File: src/rtl/eth_pkg.sv
// Shared constants, state type and helpers for the Ethernet preamble/header front end.
package eth_pkg;

   localparam logic [7:0]  PREAMBLE_BYTE = 8'h55;
   localparam logic [7:0]  SFD_BYTE      = 8'hD5;
   // Wire order is lane 0 first, so the SFD lands in the top byte of the word.
   localparam logic [63:0] PREAMBLE_WORD = {SFD_BYTE, {7{PREAMBLE_BYTE}}};

   localparam logic [15:0] ETH_TYPE_IPV4 = 16'h0800;
   localparam logic [15:0] ETH_TYPE_IPV6 = 16'h86DD;
   localparam logic [15:0] ETH_TYPE_VLAN = 16'h8100;

   localparam int PREAMBLE_LEN     = 8;   // preamble + SFD bytes
   localparam int HDR_LEN_UNTAGGED = 14;  // DA + SA + EtherType
   localparam int HDR_BYTES        = 18;  // DA + SA + 802.1Q tag + EtherType

   typedef enum logic [1:0] {
      S_IDLE,
      S_PRE,
      S_FWD,
      S_DROP
   } pre_state_t;

   // Header byte counter update; parks at HDR_BYTES so it never wraps on long frames.
   function automatic logic [4:0] hdr_cnt_add(input logic [4:0] cnt, input logic [3:0] add);
      logic [5:0] sum;
      sum = {1'b0, cnt} + {2'b00, add};
      return (sum > 6'(HDR_BYTES)) ? 5'(HDR_BYTES) : sum[4:0];
   endfunction

endpackage

File: src/rtl/eth_hdr_capture.sv
// Tracks byte position within a forwarded frame, captures the first 18 bytes
// and publishes DA/SA/EtherType/VLAN metadata once the header is complete.
module eth_hdr_capture #(
   parameter int DATA_W = 8
) (
   input  logic                aclk,
   input  logic                aresetn,
   input  logic                beat_en,
   input  logic [DATA_W-1:0]   tdata,
   input  logic [DATA_W/8-1:0] tkeep,
   input  logic                tlast,
   output logic                hdr_ok,
   output logic                meta_valid,
   output logic [47:0]         meta_dst_mac,
   output logic [47:0]         meta_src_mac,
   output logic [15:0]         meta_ethertype,
   output logic                meta_vlan_valid,
   output logic [11:0]         meta_vlan_id,
   output logic                meta_is_ipv4,
   output logic                meta_is_ipv6
);
   import eth_pkg::*;

   localparam int BYTES = DATA_W / 8;

   logic [4:0]  byte_cnt_q;
   logic [4:0]  byte_cnt_d;
   logic        done_q;
   logic [3:0]  beat_bytes;
   logic [7:0]  hdr_q [HDR_BYTES];
   logic [7:0]  hdr_d [HDR_BYTES];
   logic        is_vlan;
   logic        complete_now;
   logic [15:0] ethertype_d;
   logic [11:0] vlan_id_d;

   // Count the enabled lanes of the current beat.
   always_comb begin
      // NOTE: every always_comb output gets a default first so no path can infer a latch.
      beat_bytes = '0;
      for (int l = 0; l < BYTES; l++) begin
         beat_bytes = beat_bytes + 4'(tkeep[l]);
      end
   end

   // Merge the current beat into the header image by absolute byte index.
   always_comb begin
      for (int i = 0; i < HDR_BYTES; i++) begin
         hdr_d[i] = hdr_q[i];
         for (int l = 0; l < BYTES; l++) begin
            if (tkeep[l] && (int'(byte_cnt_q) + l == i)) begin
               hdr_d[i] = tdata[l*8 +: 8];
            end
         end
      end
   end

   // Decide whether this beat completes the header and derive the tag-aware fields.
   always_comb begin
      byte_cnt_d   = hdr_cnt_add(byte_cnt_q, beat_bytes);
      is_vlan      = ({hdr_d[12], hdr_d[13]} == ETH_TYPE_VLAN);
      complete_now = beat_en && !done_q &&
                     (is_vlan ? (byte_cnt_d >= 5'(HDR_BYTES))
                              : (byte_cnt_d >= 5'(HDR_LEN_UNTAGGED)));
      hdr_ok       = done_q || complete_now;
      ethertype_d  = is_vlan ? {hdr_d[16], hdr_d[17]} : {hdr_d[12], hdr_d[13]};
      vlan_id_d    = is_vlan ? {hdr_d[14][3:0], hdr_d[15]} : 12'h000;
   end

   // Byte position and header-done flag; both restart after the last beat.
   always_ff @(posedge aclk) begin
      // NOTE: sequential state uses non-blocking assignments so all registers update together.
      if (!aresetn) begin
         byte_cnt_q <= '0;
         done_q     <= 1'b0;
      end else if (beat_en) begin
         if (tlast) begin
            byte_cnt_q <= '0;
            done_q     <= 1'b0;
         end else begin
            byte_cnt_q <= byte_cnt_d;
            done_q     <= done_q || complete_now;
         end
      end
   end

   // Header byte storage.
   always_ff @(posedge aclk) begin
      // NOTE: storage array has no reset; bytes are only read once byte_cnt proves them written.
      if (beat_en) begin
         hdr_q <= hdr_d;
      end
   end

   // Metadata register: one-cycle pulse, fields hold until the next completion.
   always_ff @(posedge aclk) begin
      if (!aresetn) begin
         meta_valid      <= 1'b0;
         meta_dst_mac    <= '0;
         meta_src_mac    <= '0;
         meta_ethertype  <= '0;
         meta_vlan_valid <= 1'b0;
         meta_vlan_id    <= '0;
         meta_is_ipv4    <= 1'b0;
         meta_is_ipv6    <= 1'b0;
      end else begin
         meta_valid <= complete_now;
         if (complete_now) begin
            meta_dst_mac    <= {hdr_d[0], hdr_d[1], hdr_d[2], hdr_d[3], hdr_d[4], hdr_d[5]};
            meta_src_mac    <= {hdr_d[6], hdr_d[7], hdr_d[8], hdr_d[9], hdr_d[10], hdr_d[11]};
            meta_ethertype  <= ethertype_d;
            meta_vlan_valid <= is_vlan;
            meta_vlan_id    <= vlan_id_d;
            meta_is_ipv4    <= (ethertype_d == ETH_TYPE_IPV4);
            meta_is_ipv6    <= (ethertype_d == ETH_TYPE_IPV6);
         end
      end
   end

endmodule

File: src/rtl/eth_preamble_hdr_parser.sv
// AXI-Stream MAC RX front end: checks and strips preamble/SFD, forwards the frame
// from DA onward through one register stage, extracts header metadata, keeps stats.
module eth_preamble_hdr_parser #(
   parameter int DATA_W = 8,
   parameter int CNT_W  = 32
) (
   input  logic                aclk,
   input  logic                aresetn,
   input  logic [DATA_W-1:0]   s_axis_tdata,
   input  logic [DATA_W/8-1:0] s_axis_tkeep,
   input  logic                s_axis_tvalid,
   input  logic                s_axis_tlast,
   output logic                s_axis_tready,
   output logic [DATA_W-1:0]   m_axis_tdata,
   output logic [DATA_W/8-1:0] m_axis_tkeep,
   output logic                m_axis_tvalid,
   output logic                m_axis_tlast,
   output logic                m_axis_tuser,
   input  logic                m_axis_tready,
   output logic                meta_valid,
   output logic [47:0]         meta_dst_mac,
   output logic [47:0]         meta_src_mac,
   output logic [15:0]         meta_ethertype,
   output logic                meta_vlan_valid,
   output logic [11:0]         meta_vlan_id,
   output logic                meta_is_ipv4,
   output logic                meta_is_ipv6,
   output logic [CNT_W-1:0]    stat_frames_ok,
   output logic [CNT_W-1:0]    stat_bad_pre,
   output logic [CNT_W-1:0]    stat_runt
);
   import eth_pkg::*;

   localparam int BYTES     = DATA_W / 8;
   localparam int PRE_BEATS = PREAMBLE_LEN / BYTES;

   pre_state_t        state_q;
   pre_state_t        state_d;
   logic [2:0]        pre_cnt_q;
   logic [2:0]        pre_cnt_d;
   logic [2:0]        pre_idx;
   logic [DATA_W-1:0] pre_exp;
   logic              pre_match;
   logic              pre_last;
   logic              accept;
   logic              fwd_en;
   logic              bad_pre_inc;
   logic              hdr_ok;

   // Preamble phases always sink; forwarding is throttled by the output register.
   assign s_axis_tready = (state_q == S_FWD) ? (!m_axis_tvalid || m_axis_tready) : 1'b1;
   assign accept        = s_axis_tvalid && s_axis_tready;

   // Select the expected preamble slice for the current beat and compare.
   always_comb begin
      pre_idx = (state_q == S_PRE) ? pre_cnt_q : 3'd0;
      pre_exp = '0;
      for (int k = 0; k < PRE_BEATS; k++) begin
         if (pre_idx == 3'(k)) pre_exp = PREAMBLE_WORD[k*DATA_W +: DATA_W];
      end
      pre_match = (s_axis_tdata == pre_exp) && (&s_axis_tkeep);
      pre_last  = (pre_idx == 3'(PRE_BEATS - 1));
   end

   // Next-state and per-beat strobes.
   always_comb begin
      state_d     = state_q;
      pre_cnt_d   = pre_cnt_q;
      fwd_en      = 1'b0;
      bad_pre_inc = 1'b0;
      case (state_q)
         S_IDLE, S_PRE: begin
            if (accept) begin
               if (s_axis_tlast) begin
                  bad_pre_inc = 1'b1;
                  state_d     = S_IDLE;
                  pre_cnt_d   = '0;
               end else if (!pre_match) begin
                  state_d = S_DROP;
               end else if (pre_last) begin
                  state_d = S_FWD;
               end else begin
                  state_d   = S_PRE;
                  pre_cnt_d = pre_idx + 3'd1;
               end
            end
         end
         S_DROP: begin
            if (accept && s_axis_tlast) begin
               bad_pre_inc = 1'b1;
               state_d     = S_IDLE;
            end
         end
         S_FWD: begin
            if (accept) begin
               fwd_en = 1'b1;
               if (s_axis_tlast) state_d = S_IDLE;
            end
         end
         default: state_d = S_IDLE;
      endcase
   end

   // State register.
   always_ff @(posedge aclk) begin
      if (!aresetn) begin
         state_q   <= S_IDLE;
         pre_cnt_q <= '0;
      end else begin
         state_q   <= state_d;
         pre_cnt_q <= pre_cnt_d;
      end
   end

   // Single output register stage; holds its contents while stalled.
   always_ff @(posedge aclk) begin
      if (!aresetn) begin
         m_axis_tvalid <= 1'b0;
         m_axis_tdata  <= '0;
         m_axis_tkeep  <= '0;
         m_axis_tlast  <= 1'b0;
         m_axis_tuser  <= 1'b0;
      end else if (fwd_en) begin
         m_axis_tvalid <= 1'b1;
         m_axis_tdata  <= s_axis_tdata;
         m_axis_tkeep  <= s_axis_tkeep;
         m_axis_tlast  <= s_axis_tlast;
         m_axis_tuser  <= s_axis_tlast && !hdr_ok;
      end else if (m_axis_tready) begin
         m_axis_tvalid <= 1'b0;
      end
   end

   // Saturating frame statistics.
   always_ff @(posedge aclk) begin
      if (!aresetn) begin
         stat_frames_ok <= '0;
         stat_bad_pre   <= '0;
         stat_runt      <= '0;
      end else begin
         if (fwd_en && s_axis_tlast && hdr_ok && (stat_frames_ok != '1))
            stat_frames_ok <= stat_frames_ok + CNT_W'(1);
         if (fwd_en && s_axis_tlast && !hdr_ok && (stat_runt != '1))
            stat_runt <= stat_runt + CNT_W'(1);
         if (bad_pre_inc && (stat_bad_pre != '1))
            stat_bad_pre <= stat_bad_pre + CNT_W'(1);
      end
   end

   eth_hdr_capture #(
      .DATA_W (DATA_W)
   ) u_hdr_capture (
      .aclk            (aclk),
      .aresetn         (aresetn),
      .beat_en         (fwd_en),
      .tdata           (s_axis_tdata),
      .tkeep           (s_axis_tkeep),
      .tlast           (s_axis_tlast),
      .hdr_ok          (hdr_ok),
      .meta_valid      (meta_valid),
      .meta_dst_mac    (meta_dst_mac),
      .meta_src_mac    (meta_src_mac),
      .meta_ethertype  (meta_ethertype),
      .meta_vlan_valid (meta_vlan_valid),
      .meta_vlan_id    (meta_vlan_id),
      .meta_is_ipv4    (meta_is_ipv4),
      .meta_is_ipv6    (meta_is_ipv6)
   );

endmodule
File: config.mk
export PLATFORM = sky130hd
export DESIGN_NAME = eth_preamble_hdr_parser
export DESIGN_NICKNAME = d
export VERILOG_FILES = /design/src/rtl/eth_pkg.sv /design/src/rtl/eth_hdr_capture.sv /design/src/rtl/eth_preamble_hdr_parser.sv
export SDC_FILE = /design/constraint.sdc
export NUM_CORES = 1
export LEC_CHECK = 0
export ABC_AREA = 1
export BUFFER_PORTS_ARGS = -buffer_cell sky130_fd_sc_hd__buf_2
export CAP_MARGIN = 10
export CORE_MARGIN = 2
export CORE_UTILIZATION = 30
export DETAILED_ROUTE_END_ITERATION = 12
export MAX_ROUTING_LAYER = met4
export PLACE_DENSITY = 0.58
export SLEW_MARGIN = 20
export SYNTH_ARGS = -nofsm -noshare
export SYNTH_HDL_FRONTEND = slang
export SYNTH_HIERARCHICAL = 1
export SYNTH_SLANG_ARGS = --single-unit
File: constraint.sdc
create_clock -name aclk -period 7.8 [get_ports aclk]
set_input_delay 0.78 -clock aclk [delete_from_list [all_inputs] [get_ports aclk]]
set_output_delay 0.78 -clock aclk [all_outputs]
set_load 0.005 [all_outputs]
==> results of run 1 <==
## kinds of logic after synthesis
family / count (synthesis)
buffers and inverters: 246
flip-flops: 387
XOR/XNOR: 46
adder cells (fa/ha/maj): 10
AND/OR/NAND/NOR: 1253
AO/OA/AOI/OAI: 384
## cells in the mapped netlist (2+ instances only)
library cell,instances
nand2_1,619
nor2_1,384
dfxtp_1,247
o21ai_0,178
edfxtp_1,140
inv_1,129
nand3_1,106
o21ai_1,82
a21oi_1,68
clkbuf_1,48
a21oi_2,46
xor2_1,36
nor3_1,34
nand2_2,32
buf_6,28
nand3b_1,15
nand4_1,14
buf_2,13
inv_2,12
ha_1,10
nor2_4,10
xnor2_1,10
nor2_2,9
nand2_4,6
nand3_2,6
nor3_2,6
a31oi_1,4
buf_12,3
buf_8,3
inv_4,3
nand3_4,3
or2_2,3
a211oi_1,2
buf_4,2
o21bai_1,2
## stage by stage
step / utilization / setup slack [ns] / hold slack (ns) / power [mW] / cell area [um^2]
2_1_floorplan: - / 2.55 / 0.441 / 2.24 / 18400
5_1_grt: 0.356 / 3.53 / 0.483 / 4.56 / 21600
6_report: 0.356 / 3.99 / 0.462 / 4.41 / 21600
3_5_place_dp: 0.330 / 3.35 / 0.457 / 2.29 / 20000
4_1_cts: 0.356 / 3.88 / 0.469 / 4.47 / 21600
3_3_place_gp: 0.330 / 3.47 / 0.452 / 2.29 / 20000
## layout make-up
cell class,instances,area (um^2)
Antenna cell,1,2.50
Clock buffer,68,1390
Clock inverter,16,168
Fill cell,6400,39000
Inverter,147,572
Multi-Input combinational cell,1693,8020
Sequential cell,387,9150
Tap cell,782,978
Timing Repair Buffer,256,1300
## per-layer routing
metal | share of wire | routed length (um) | vias up
met5 | 0 | 0 | -
met4 | 0.033 | 1760 | 0
met3 | 0.059 | 3150 | 92
met2 | 0.45 | 23900 | 386
met1 | 0.46 | 24400 | 7130
li1 | - | - | 8013
## power groups by stage
stage,sequential (mW),clock [mW],combinational (mW)
floorplan,2.15,0,0.0850
global placement,2.15,0,0.138
detailed placement,2.15,0,0.138
CTS,2.11,2.23,0.138
global route,2.11,2.30,0.150
finish,2.11,2.17,0.135
## flip-flops by register name, indices dropped and copies added (netlist names), 2 cells and up
| signal | count |
|---|---|
| u_hdr_capture/hdr_q | 140 |
| u_hdr_capture/byte_cnt_q | 5 |
| u_hdr_capture/meta_src_mac | 48 |
| stat_bad_pre | 32 |
| u_hdr_capture/meta_ethertype | 16 |
| pre_cnt_q | 3 |
| u_hdr_capture/meta_dst_mac | 48 |
| state_q | 2 |
| u_hdr_capture/meta_vlan_id | 12 |
| stat_frames_ok | 32 |
| m_axis_tdata | 8 |
| stat_runt | 32 |
## path summary, 6_finish.rpt
check	startpoint	end
setup reg to reg	state_q[0]$_SDFFE_PN0P_	u_hdr_capture/meta_ethertype[14]$_SDFFE_PN0P_
hold reg to reg	pre_cnt_q[0]$_SDFFE_PN0P_	pre_cnt_q[0]$_SDFFE_PN0P_
hold / removal	pre_cnt_q[0]$_SDFFE_PN0P_	pre_cnt_q[0]$_SDFFE_PN0P_
setup / recovery	state_q[0]$_SDFFE_PN0P_	u_hdr_capture/meta_ethertype[14]$_SDFFE_PN0P_
## worst max-delay path, stage by stage (launching register included)
cell	delay [ns]
dfxtp_1	0.37
nor2_4	0.16
nand3_4	0.15
inv_6	0.57
inv_1	0.30
nor3_2	0.29
nand2_4	0.24
inv_4	0.56
buf_4	0.70
nor2_1	0.08
a211oi_1	0.22
==> metrics.cfg, run 1 <==
[final_layout]
mostFrequentLayoutCells=nand2_1, nor2_1, buf_2, dfxtp_1, o21ai_0
layoutNonFillerInstCount=3350
finalNetCount=2554
area_delta_synth_final_pct=17.1
drive_gt1_frac=0.184
final_common_cell=nand2_1

[route]
route.detailed.drc=0
drtPass1Iterations=6
vias=15621
wl_per_cell_um=15.9
drt_iter0_drc=1155
ant_nets=0
vias_per_cell=4.66
drt-total-wl_mm=53.2

[yosys]
ys_types=48
synth_seq_cells=387
synth_ff_type=dfxtp_1
syn_inst=2326
synth_nets=2350
yosys.area.top_type=dfxtp_1
syn_area_um2=18400
yosys_warnings=6
syn_avg_cell_area_um2=7.92
synth_edf_count=140
synth_top_family_by_area=simple AND/OR/NAND/NOR gates
synthMuxAreaShare=0
synthArstFlopShare=0
synth-compound-area-share=0.115
synthAdderAreaFrac=0.00679
seq_area_frac_synth=0.497
synth_area_leaders=dfxtp_1, edfxtp_1, nand2_1, nor2_1, o21ai_0
synth_xor_area_frac=0.0219
synth_top_area_frac=0.268
yosys.area_share.simple=0.292

[timing]
hold_viol_final=0
relSlewSlack=0.295
rsz0062_at_grt=no
finClkSkew_ns=0.0302
slew_viol_final=0
setup_tns_ns=0
fin_crit_ns=3.81
period_share=0.488
tightest_slew_ns=1.06
timing.fmax_mhz=263
setup_viol_count_final=0

[cts]
cts_setup_buffers=0
cts_buffers=45
clk_pin_slew_worst_paths_ns=0.06
ctsResizeCount=0
cts.sinks=387
cts_tree=yes
hold_buffers=0
cts_buffer_depth=3
worst_skew_pair.late_latency_ns=0.59
htree_num_levels=2
cts_root_buf=clkbuf_16

[job]
maxCapViolations=0

[floorplanning]
rows=90
ios=251
die_h_um=252
die_area_um2=63400
fp.coreArea_um2=60600
die_w_um=252
start_util=0.304

[power_and_ir_drop]
sw_frac_of_total=0.228
power_leakage_nw=8.50
power.density_nw_per_um2=205
p_int_mw=3.41
p_sw_mw=1.01
clkPwrFrac=0.492
p_seq_frac=0.477
peakVddDrop_mv=0.146
comb_power_share=0.031

[min_path]
min_delay_path_depth=2
hp-class=flop to flop

[critical_path]
reg2reg_depth=10
crit_fanout=87
critPathKind=flop to flop
reg2reg_slack_ns=3.99
cp-start-kind=flop
arrival_ns=4.29
cp-end-kind=flop
crit_required_ns=8.28

[global_route]
grt_pass1_wl_mm=82.2
grt_use_met3=0.0331
met1_usage=0.221
met2_usage=0.258
grt_usage=0.168
grt_pass1_vias=14486
antenna_found_initial=0
grt_start_max_net_pins=95
grt_busiest_layer=met2
grt_overflow_total=0

[placed_design]
placedCellCount=3265
numPortBuffers=250
post-dp-hpwl_mm=36.5
gp_congestion=0.891

[run_status]
status=complete, no violations

No activity file was read; power rests on OpenSTA's default activity.
==> inputs of run 2 (changes only) <==
- PLACE_DENSITY: 0.58 -> 0.56
- clock period: 7.8 -> 3.9 ns (I/O delays scaled with it)
==> metrics.cfg, run 2 (same netlist as run 1, synthesis figures left out) <==
[run_status]
status=complete, no violations

[global_route]
grt_overflow_total=0
grt_pass1_vias=15341
grt_start_max_net_pins=113
antenna_found_initial=1
grt_pass1_wl_mm=85.8
grt_usage=0.175

[floorplanning]
die_w_um=252
rows=90
die_area_um2=63400
die_h_um=252
ios=251
fp.coreArea_um2=60600
start_util=0.304

[cts]
hold_buffers=0
cts_buffers=46
worst_skew_pair.late_latency_ns=0.58
cts_tree=yes
cts.sinks=387
htree_num_levels=2
ctsResizeCount=0
cts_setup_buffers=0
cts_buffer_depth=3
clk_pin_slew_worst_paths_ns=0.06
cts_root_buf=clkbuf_16

[route]
route.detailed.drc=0
ant_nets=0
drt-total-wl_mm=54.8
drtPass1Iterations=5
wl_per_cell_um=16.3
vias=16012
vias_per_cell=4.77
drt_iter0_drc=957

[power_and_ir_drop]
peakVddDrop_mv=0.263
power.density_nw_per_um2=407
power_leakage_nw=8.57
finalPower_mw=8.82

[critical_path]
crit_required_ns=4.33
cp-start-kind=flop
cp_slowest_cell=dfxtp_1
cp-end-kind=flop
slowest_delay_ns=0.47
path_buf_inv=2
reg2reg_from=u_hdr_capture/byte_cnt_q[0]$_SDFFE_PN0P_
reg2reg_slack_ns=0.58
critPathTopFamily=simple AND/OR/NAND/NOR gates
timing.rr.end=stat_runt[20]$_SDFFE_PN0P_
cp_common_cell=nand2_1
crit_fanout=28
critPathKind=flop to flop
reg2reg_depth=17
arrival_ns=3.75
crit_path_cell_trace=inv_2 -> nor2_2 -> nand3_4 -> nand2_1 -> nand2_2 -> nor2_1 -> nand2_1 -> nor2_4 -> nand3_2 -> nand2_4 -> nand2_1 -> nor2_8 -> nand2_8 -> inv_6 -> nand3_1 -> nand2_1 -> nor2_1

[final_layout]
largest_reg_flops=140
multi_input_area_um2=8020
mostFrequentLayoutCells=nand2_1, nor2_1, buf_2, dfxtp_1, o21ai_0
antennaDiodeCount=0
top_register=u_hdr_capture/hdr_q
register_area_um2=9150
final_common_cell=nand2_1
reg_top3=u_hdr_capture/hdr_q: 140 flops, u_hdr_capture/meta_dst_mac: 48 flops, u_hdr_capture/meta_src_mac: 48 flops
layoutNonFillerInstCount=3359
area_delta_synth_final_pct=17.7
finalNetCount=2568
fill_cells=6338
drive_gt1_frac=0.189

[placed_design]
numPortBuffers=250
gp_congestion=0.936
placedCellCount=3278
post-dp-hpwl_mm=38.7

[timing]
fin_crit_ns=3.32
relSlewSlack=0.313
setup_viol_count_final=0
timing.fmax_mhz=301
setup_tns_ns=0
hold_viol_final=0
rsz0062_at_grt=no
period_share=0.853
finClkSkew_ns=0.0376
slew_viol_final=0
tightest_slew_ns=1.03

[min_path]
hold_start=s_axis_tdata[7]
min_delay_path_depth=3
hp-class=primary input to flop
whs_endpoint=m_axis_tdata[7]$_SDFFE_PN0P_

[job]
maxCapViolations=0

## run 2: cell count changes in the layout (fill, tap and decap cells not counted), moves of 2 or more
cell | previous run | this run
clkbuf_16 | 49 | 47
inv_4 | 5 | 3
clkbuf_8 | 9 | 12
clkbuf_1 | 9 | 4
clkinv_2 | 7 | 9
buf_4 | 7 | 19
## run 2: power breakdown
| group | switching (mW) | total, mW | internal (mW) |
|---|---|---|---|
| sequential | 0.0124 | 4.21 | 4.20 |
| combinational | 0.218 | 0.276 | 0.0572 |
| clock | 1.75 | 4.33 | 2.58 |
| total | 1.98 | 8.82 | 6.83 |
## run 2: area by class of cell
| type | count | share of cell area |
|---|---|---|
| inverter | 147 | 0.0263 |
| clock buffer | 63 | 0.0626 |
| tap | 782 | 0.0451 |
| timing repair buffer | 269 | 0.0650 |
| sequential | 387 | 0.422 |
| clock inverter | 18 | 0.00901 |
| multi-input combinational | 1693 | 0.370 |
## run 2: worst max-delay path by stage
stage,start,endpoint,slack [ns],cells after the start
after floorplan,m_axis_tready,stat_frames_ok[11]$_SDFFE_PN0P_,0.52,18
after global placement,s_axis_tkeep,stat_runt[20]$_SDFFE_PN0P_,0.48,18
after detailed placement,s_axis_tkeep,stat_runt[20]$_SDFFE_PN0P_,0.40,18
after CTS,u_hdr_capture/byte_cnt_q[0]$_SDFFE_PN0P_,stat_frames_ok[18]$_SDFFE_PN0P_,0.58,16
after global routing,u_hdr_capture/byte_cnt_q[0]$_SDFFE_PN0P_,stat_runt[20]$_SDFFE_PN0P_,0.26,17
final,u_hdr_capture/byte_cnt_q[0]$_SDFFE_PN0P_,stat_runt[20]$_SDFFE_PN0P_,0.58,17
## run 2: stage by stage
| stage | worst slack (ns) | util | hold slack [ns] | instance area [um^2] |
|---|---|---|---|---|
| 6_report | 0.575 | 0.358 | 0.137 | 21700 |
| 3_5_place_dp | 0.404 | 0.332 | 0.456 | 20100 |
| 3_3_place_gp | 0.479 | 0.332 | 0.453 | 20100 |
| 2_1_floorplan | 0.520 | - | 0.441 | 18400 |
| 4_1_cts | 0.584 | 0.358 | 0.0954 | 21700 |
| 5_1_grt | 0.258 | 0.358 | 0.132 | 21700 |
## run 2: worst reg2reg max path, delay by kind of cell (launching register included)
family,cells,cell delay (ns)
DFF,1,0.47
and+or+nand+nor,15,2.38
buffers and inverters,2,0.34
## run 2: routing by layer
metal  part of all wire  routed length (um)  GRT usage  vias up
met3              0.062                3410     0.0333       79
li1                   -                   -          -     8038
met2               0.46               25100      0.276      406
met4              0.026                1450     0.0539        0
met5                  0                   0          -        -
met1               0.45               24800      0.226     7489
